$ cat src/rtl/reduce_pkg.sv
// Shared types for the reduction engine: fold modes,
// controller states and the per-mode identity value.
package reduce_pkg;

   localparam int ACC_MAX = 64;

   typedef enum logic [1:0] {
      MODE_SUM = 2'd0,
      MODE_MIN = 2'd1,
      MODE_MAX = 2'd2,
      MODE_XOR = 2'd3
   } mode_e;

   typedef enum logic [1:0] {
      S_IDLE,
      S_ISSUE,
      S_DRAIN,
      S_EMIT
   } state_e;

   // Starting accumulator so the first fold yields the operand.
   // Callers truncate to their own accumulator width w.
   function automatic logic [ACC_MAX-1:0] identity(
      mode_e m, int unsigned w);
      logic [ACC_MAX-1:0] pos;
      pos = (ACC_MAX'(1) << (w - 1)) - ACC_MAX'(1);
      case (m)
         MODE_MIN: identity = pos;
         MODE_MAX: identity = ~pos;
         default:  identity = '0;
      endcase
   endfunction

endpackage

$ cat src/rtl/reduce_if.sv
// Host, RAM port b and result channel bundle of the
// reduction engine; master is the engine side.
interface reduce_if #(
   parameter int WIDTH     = 32,
   parameter int DEPTH     = 4,
   parameter int ACC_WIDTH = 40
);
   logic                 req;
   logic [1:0]           mode;
   logic [DEPTH-1:0]     base;
   logic [DEPTH:0]       count;
   logic [31:0]          length;
   logic                 busy;
   logic [31:0]          address_b;
   logic [31:0]          din_b;
   logic                 we_b;
   logic                 oe_b;
   logic [WIDTH-1:0]     dout_b;
   logic [ACC_WIDTH-1:0] c_din;
   logic                 c_we;
   logic                 c_full;
   logic                 ovf;

   modport master (
      input  req, mode, base, count, length,
      input  dout_b, c_full,
      output busy, address_b, din_b, we_b, oe_b,
      output c_din, c_we, ovf
   );

   modport slave (
      output req, mode, base, count, length,
      output dout_b, c_full,
      input  busy, address_b, din_b, we_b, oe_b,
      input  c_din, c_we, ovf
   );
endinterface

$ cat src/rtl/reduce_alu.sv
// Combinational fold of one sign-extended RAM word into
// the accumulator; overflow is sticky and only for sum.
module reduce_alu
   import reduce_pkg::*;
#(
   parameter int WIDTH     = 32,
   parameter int ACC_WIDTH = 40
) (
   input  mode_e                mode,
   input  logic [ACC_WIDTH-1:0] acc,
   input  logic [WIDTH-1:0]     din,
   input  logic                 ovf_in,
   output logic [ACC_WIDTH-1:0] acc_next,
   output logic                 ovf_next
);
   logic signed [ACC_WIDTH-1:0] a;
   logic signed [ACC_WIDTH-1:0] op;
   logic signed [ACC_WIDTH-1:0] sum;
   logic                        sum_ovf;

   // select the folded value for the latched mode
   always_comb begin
      a        = acc;
      op       = ACC_WIDTH'($signed(din));
      sum      = a + op;
      sum_ovf  = (a[ACC_WIDTH-1] == op[ACC_WIDTH-1]) &&
                 (sum[ACC_WIDTH-1] != a[ACC_WIDTH-1]);
      acc_next = acc;
      ovf_next = 1'b0;
      case (mode)
         MODE_SUM: begin
            acc_next = sum;
            ovf_next = ovf_in | sum_ovf;
         end
         MODE_MIN: acc_next = (op < a) ? op : a;
         MODE_MAX: acc_next = (op > a) ? op : a;
         default:  acc_next = a ^ op;
      endcase
   end
endmodule

$ cat src/rtl/reduce_unit.sv
// Streams a window of RAM words through reduce_alu and
// emits one result word on a backpressured channel.
module reduce_unit
   import reduce_pkg::*;
#(
   parameter int WIDTH     = 32,
   parameter int DEPTH     = 4,
   parameter int ACC_WIDTH = 40,
   parameter int RD_LAT    = 1
) (
   input logic      clk,
   input logic      reset,
   reduce_if.master bus
);
   state_e                state_q, state_d;
   mode_e                 mode_q, mode_d;
   logic [31:0]           addr_q, addr_d;
   logic [DEPTH:0]        iss_q, iss_d;
   logic [DEPTH:0]        rem_q, rem_d;
   logic [RD_LAT-1:0]     vld_q, vld_d;
   logic [ACC_WIDTH-1:0]  acc_q, acc_d;
   logic                  sovf_q, sovf_d;
   logic                  busy_q, busy_d;
   logic                  oe_q, oe_d;
   logic                  c_we_q, c_we_d;
   logic [ACC_WIDTH-1:0]  c_din_q, c_din_d;
   logic                  ovf_q, ovf_d;

   logic [31:0]           avail;
   logic [DEPTH:0]        n_req;
   logic [ACC_WIDTH-1:0]  ident;
   logic                  fire;
   logic [ACC_WIDTH-1:0]  fold_acc;
   logic                  fold_ovf;

   reduce_alu #(
      .WIDTH    (WIDTH),
      .ACC_WIDTH(ACC_WIDTH)
   ) u_alu (
      .mode    (mode_q),
      .acc     (acc_q),
      .din     (bus.dout_b),
      .ovf_in  (sovf_q),
      .acc_next(fold_acc),
      .ovf_next(fold_ovf)
   );

   // next state: window clamp, issue, fold and emit control
   always_comb begin
      state_d = state_q;
      mode_d  = mode_q;
      addr_d  = addr_q;
      iss_d   = iss_q;
      rem_d   = rem_q;
      acc_d   = acc_q;
      sovf_d  = sovf_q;
      busy_d  = busy_q;
      oe_d    = oe_q;
      c_we_d  = c_we_q;
      c_din_d = c_din_q;
      ovf_d   = ovf_q;

      avail = (bus.length > 32'(bus.base)) ?
              bus.length - 32'(bus.base) : '0;
      n_req = (32'(bus.count) < avail) ?
              bus.count : avail[DEPTH:0];
      ident = ACC_WIDTH'(identity(mode_e'(bus.mode),
                                  ACC_WIDTH));
      fire  = vld_q[RD_LAT-1];
      vld_d = (vld_q << 1) | RD_LAT'(oe_q);

      if (fire) begin
         acc_d  = fold_acc;
         sovf_d = fold_ovf;
         rem_d  = rem_q - 1'b1;
      end

      case (state_q)
         S_IDLE: begin
            if (bus.req) begin
               mode_d = mode_e'(bus.mode);
               acc_d  = ident;
               sovf_d = 1'b0;
               busy_d = 1'b1;
               rem_d  = n_req;
               if (n_req != '0) begin
                  state_d = S_ISSUE;
                  oe_d    = 1'b1;
                  addr_d  = 32'(bus.base);
                  iss_d   = n_req - 1'b1;
               end else begin
                  state_d = S_EMIT;
                  c_we_d  = 1'b1;
                  c_din_d = ident;
                  ovf_d   = 1'b0;
               end
            end
         end
         S_ISSUE: begin
            if (iss_q == '0) begin
               state_d = S_DRAIN;
               oe_d    = 1'b0;
            end else begin
               addr_d = addr_q + 32'd1;
               iss_d  = iss_q - 1'b1;
            end
         end
         S_DRAIN: begin
            if (fire && rem_q == 1) begin
               state_d = S_EMIT;
               c_we_d  = 1'b1;
               c_din_d = fold_acc;
               ovf_d   = fold_ovf;
            end
         end
         default: begin
            if (!bus.c_full) begin
               state_d = S_IDLE;
               c_we_d  = 1'b0;
               busy_d  = 1'b0;
            end
         end
      endcase
   end

   // controller and registered outputs
   always_ff @(posedge clk) begin
      if (reset) begin
         state_q <= S_IDLE;
         mode_q  <= MODE_SUM;
         addr_q  <= '0;
         iss_q   <= '0;
         rem_q   <= '0;
         vld_q   <= '0;
         acc_q   <= '0;
         sovf_q  <= 1'b0;
         busy_q  <= 1'b0;
         oe_q    <= 1'b0;
         c_we_q  <= 1'b0;
         c_din_q <= '0;
         ovf_q   <= 1'b0;
      end else begin
         state_q <= state_d;
         mode_q  <= mode_d;
         addr_q  <= addr_d;
         iss_q   <= iss_d;
         rem_q   <= rem_d;
         vld_q   <= vld_d;
         acc_q   <= acc_d;
         sovf_q  <= sovf_d;
         busy_q  <= busy_d;
         oe_q    <= oe_d;
         c_we_q  <= c_we_d;
         c_din_q <= c_din_d;
         ovf_q   <= ovf_d;
      end
   end

   assign bus.busy      = busy_q;
   assign bus.address_b = addr_q;
   assign bus.din_b     = '0;
   assign bus.we_b      = 1'b0;
   assign bus.oe_b      = oe_q;
   assign bus.c_we      = c_we_q;
   assign bus.c_din     = c_din_q;
   assign bus.ovf       = ovf_q;
endmodule
$ cat src/flat_wrapper.sv
// flat-port wrapper written by rule: the top's interface ports become plain ports
module reduce_unit_flat import reduce_pkg::*;
#(
   parameter int WIDTH     = 32,
   parameter int DEPTH     = 4,
   parameter int ACC_WIDTH = 40,
   parameter int RD_LAT    = 1
)
  (clk, reset, bus_req, bus_mode, bus_base, bus_count, bus_length, bus_dout_b, bus_c_full, bus_busy, bus_address_b, bus_din_b, bus_we_b, bus_oe_b, bus_c_din, bus_c_we, bus_ovf);
  reduce_if #(.WIDTH(WIDTH), .DEPTH(DEPTH), .ACC_WIDTH(ACC_WIDTH)) bus_i ();
  input logic clk;
  input logic reset;
  input wire logic [$bits(bus_i.req)-1:0] bus_req;
  input wire logic [$bits(bus_i.mode)-1:0] bus_mode;
  input wire logic [$bits(bus_i.base)-1:0] bus_base;
  input wire logic [$bits(bus_i.count)-1:0] bus_count;
  input wire logic [$bits(bus_i.length)-1:0] bus_length;
  input wire logic [$bits(bus_i.dout_b)-1:0] bus_dout_b;
  input wire logic [$bits(bus_i.c_full)-1:0] bus_c_full;
  output wire logic [$bits(bus_i.busy)-1:0] bus_busy;
  output wire logic [$bits(bus_i.address_b)-1:0] bus_address_b;
  output wire logic [$bits(bus_i.din_b)-1:0] bus_din_b;
  output wire logic [$bits(bus_i.we_b)-1:0] bus_we_b;
  output wire logic [$bits(bus_i.oe_b)-1:0] bus_oe_b;
  output wire logic [$bits(bus_i.c_din)-1:0] bus_c_din;
  output wire logic [$bits(bus_i.c_we)-1:0] bus_c_we;
  output wire logic [$bits(bus_i.ovf)-1:0] bus_ovf;
  assign bus_i.req = bus_req;
  assign bus_i.mode = bus_mode;
  assign bus_i.base = bus_base;
  assign bus_i.count = bus_count;
  assign bus_i.length = bus_length;
  assign bus_i.dout_b = bus_dout_b;
  assign bus_i.c_full = bus_c_full;
  assign bus_busy = bus_i.busy;
  assign bus_address_b = bus_i.address_b;
  assign bus_din_b = bus_i.din_b;
  assign bus_we_b = bus_i.we_b;
  assign bus_oe_b = bus_i.oe_b;
  assign bus_c_din = bus_i.c_din;
  assign bus_c_we = bus_i.c_we;
  assign bus_ovf = bus_i.ovf;
  reduce_unit #(.WIDTH(WIDTH), .DEPTH(DEPTH), .ACC_WIDTH(ACC_WIDTH), .RD_LAT(RD_LAT)) u_core (.clk(clk), .reset(reset), .bus(bus_i));
endmodule
$ cat config.mk
export PLATFORM = sky130hd
export DESIGN_NAME = reduce_unit_flat
export DESIGN_NICKNAME = d
export VERILOG_FILES = /design/src/rtl/reduce_pkg.sv /design/src/rtl/reduce_if.sv /design/src/rtl/reduce_alu.sv /design/src/rtl/reduce_unit.sv /design/src/flat_wrapper.sv
export SDC_FILE = /design/constraint.sdc
export NUM_CORES = 1
export LEC_CHECK = 0
export BUFFER_PORTS_ARGS = -buffer_cell sky130_fd_sc_hd__buf_4
export CORE_MARGIN = 1
export CORE_UTILIZATION = 50
export DETAILED_ROUTE_END_ITERATION = 8
export PLACE_DENSITY = 0.74
export SLEW_MARGIN = 5
export SYNTH_ARGS = -nofsm -noshare
export SYNTH_HDL_FRONTEND = slang
export SYNTH_HIERARCHICAL = 1
export SYNTH_SLANG_ARGS = --single-unit
export TNS_END_PERCENT = 20
$ cat constraint.sdc
create_clock -name clk -period 4.55 [get_ports clk]
set_input_delay 0.91 -clock clk [delete_from_list [all_inputs] [get_ports clk]]
set_output_delay 0.91 -clock clk [all_outputs]
set_load 0.02 [all_outputs]
==> flow_summary.toml <==
[run_status]
status = "finished clean"

[global_routing]
grt_max_degree = 67
grtUsageTotal_pct = 29.4
grt-ovfl-total = 0
first_global_vias = 12800
grt_pass1_wl_mm = 62.3
antenna_found_initial = 0

[final_layout]
n_antenna_cell = 0
area_growth_pct = 24.3
post-route-util_pct = 63.6
stdcell_area_um2 = 15500
final_layout_size_suffix_gt1_share_pct = 24.6
fin_cells = 2173
final_common_cell = "buf_4"
finalNetCount = 2012
fillers = 2112
layout_common_cells = "buf_4 (321), nor2_1 (147), dfxtp_1 (130), a21oi_1 (127), inv_1 (113)"

[cts]
ctsHoldBuffers = 0
clock_path_buffers = 2
cts_buffers = 17
htree_num_levels = 4
clock-sinks = 132
clk_pin_slew_worst_paths_ns = 0.07
worstSkewPairLatency_ns = 0.43
cts_tree = "yes"
cts_root_buffer = "clkbuf_16"

[drt]
wl_per_cell_um = 17.6
drc = 0
first_pass_iters = 7
routed_wl_mm = 38.3
drtAntennaViolNets = 0
vias_per_cell = 6.05
drtIter0Drc = 903
vias = 13200

[setup_path]
crit_arrival_ns = 4.77
cp.required_ns = 4.83
cp-end-kind = "register"
path_class = "in -> reg"
worst_r2r_endpoint = "u_core/bus.c_din[38]"
reg2reg_depth = 14
path_max_fanout = 4
r2r_slack_ns = 0.42
worstReg2RegStart = "u_core/acc_q[0]"
cp-start-kind = "input port"

[yosys]
netlist-cell-type-count = 97
ys_warn_count = 6
synth-seq-cells = 132
synth-seq-area-share_pct = 21.1
synth_async_sr_flop_share_pct = 0
synth_top_area_share_pct = 21.1
synth_area_um2 = 12500
yosys.area.top_type = "dfxtp_1"
synth_area_leaders = "dfxtp_1 (21%), ha_1 (9.5%), mux2i_1 (6.7%)"
syn_inst = 1594
synth.avg_cell_area_um2 = 7.85
synth-edff-count = 0
ys.flop_type = "dfxtp_1"

[timing]
drv_slew = 0
hold_ws_ns = 0.461
period_share_pct = 98.8
max_slew_margin_pct = 30.5
skew_ns = 0.0149
fin_crit_ns = 4.49
tightestPinTransition_ns = 1.04
clock.fmax_ghz = 0.223
setup_viol = 0
rsz0062_at_grt = "yes"
hold_viol = 0

[pwr]
power_density_nw_per_um2 = 440
peakVddDrop_v = 0.000268
p_leak_nw = 6.47
power_w = 0.00685

[place]
hpwlAfterDp_mm = 27.9
port_buffers = 154
dp_cells = 2141
placed_cell_area_um2 = 14800
place.gp.congestion = 0.987

[worst_hold_path]
whs_endpoint = "u_core/iss_q[0]"
hold_class = "reg -> reg"
hold_depth = 2
hp-start = "u_core/iss_q[0]"

[floorplan]
die_w_um = 160
dieArea_um2 = 25700
rows = 57
coreArea_um2 = 24500
boundaryPins = 188
start_util_pct = 51.1
fp.dieH_um = 160

[run]
drv_cap = 0
==> state kept, by name, indices dropped and copies added (netlist names) <==
register	flops
u_core/state_q	2
u_core/rem_q	5
u_core/bus.c_we	1
u_core/bus.ovf	1
u_core/fire	1
u_core/iss_q	5
u_core/sovf_q	1
u_core/bus.address_b	32
u_core/mode_q	2
u_core/acc_q	40
u_core/bus.oe_b	1
u_core/bus.busy	1
u_core/bus.c_din	40
==> layer usage <==
metal | track usage, % | part of all wire [%] | vias to the layer above | routed length (um)
met5 | 0 | 0 | - | 0
met4 | 11.0 | 2.1 | 0 | 823
met3 | 4.60 | 6.1 | 72 | 2350
met2 | 51.0 | 49 | 520 | 18800
met1 | 36.4 | 43 | 6306 | 16300
li1 | - | - | 6259 | -
==> how the worst max path moves through the flow <==
stage                    from              end  slack [ns]  depth (start not counted)
6_report        bus_length[0]  u_core/iss_q[4]        0.06                         24
2_1_floorplan   bus_length[6]  u_core/iss_q[4]       -0.11                         20
3_3_place_gp   bus_length[12]  u_core/iss_q[4]       -0.24                         17
4_1_cts         bus_length[0]  u_core/iss_q[4]        0.13                         24
5_1_grt         bus_length[0]  u_core/iss_q[4]       -0.22                         24
3_5_place_dp    bus_length[0]  u_core/iss_q[4]       -0.31                         24
==> through the flow <==
stage / setup TNS [ns] / setup WS (ns)
2_1_floorplan: -0.115 / -0.115
3_3_place_gp: -9.27 / -0.241
3_5_place_dp: -14.77 / -0.308
4_1_cts: 0 / 0.126
5_1_grt: -5.28 / -0.217
6_report: 0 / 0.0567
==> cell families (layout without fill, tap and decap cells) <==
kind of cell    count (synthesis)  in the layout  synth area share, %
other cells                     1             33               0.0300
mux                           113            113                 11.0
fa+ha+maj                      97             97                 9.82
simple gates                  469            469                 19.2
buf+inv                       252            475                 9.42
compound gates                471            471                 25.2
xor+xnor                       59             59                 4.25
flops                         132            132                 21.1
==> cells in the mapped netlist, types with 25 or more instances <==
library cell	number
clkbuf_1	60
a211oi_1	62
mux2i_1	84
dfxtp_1	132
xnor2_1	37
nand3_1	33
nor3_1	35
a21oi_1	128
nor2_1	150
ha_1	95
buf_4	39
nand4_1	25
nand2_1	86
inv_1	116
o21ai_0	97
==> critical path, stage by stage <==
cell      delay, ns
buf_4          0.12
inv_4          0.05
ha_4           0.12
inv_2          0.04
fa_2           0.38
a21o_1         0.19
a21oi_2        0.17
xor2_1         0.20
nand2_1        0.13
ha_4           0.29
nand2_1        0.05
o21bai_1       0.18
a2111o_1       0.15
nand2b_4       0.13
and2_4         0.15
o21ai_4        0.06
a221o_1        0.33
nand2_1        0.10
ha_2           0.19
inv_2          0.05
a221o_1        0.29
and3b_1        0.19
o31ai_2        0.23
a21oi_1        0.09
==> area by class of cell <==
type / count / area, um2 / share of cell area [%]
Clock buffer: 17 / 425 / 2.74
Clock inverter: 15 / 209 / 1.34
Inverter: 117 / 442 / 2.84
Multi-Input combinational cell: 1242 / 8910 / 57.3
Sequential cell: 132 / 2650 / 17.0
Tap cell: 324 / 405 / 2.61
Timing Repair Buffer: 326 / 2510 / 16.1
==> power breakdown <==
part | leakage [nW] | total [W] | internal [W] | switching, W
Sequential | 1.07 | 0.00151 | 0.00132 | 0.000188
Combinational | 5.09 | 0.00383 | 0.00167 | 0.00215
Clock | 0.310 | 0.00151 | 0.000846 | 0.000661
==> what timing repair did <==
action | 4_1_cts | 5_1_grt
gates resized for setup | 0 | 17
hold endpoints to repair | 0 | 0
endpoints found under the setup margin | 0 | 58
buffers inserted | 0 | 0
Power figures use the tool's default switching activity.
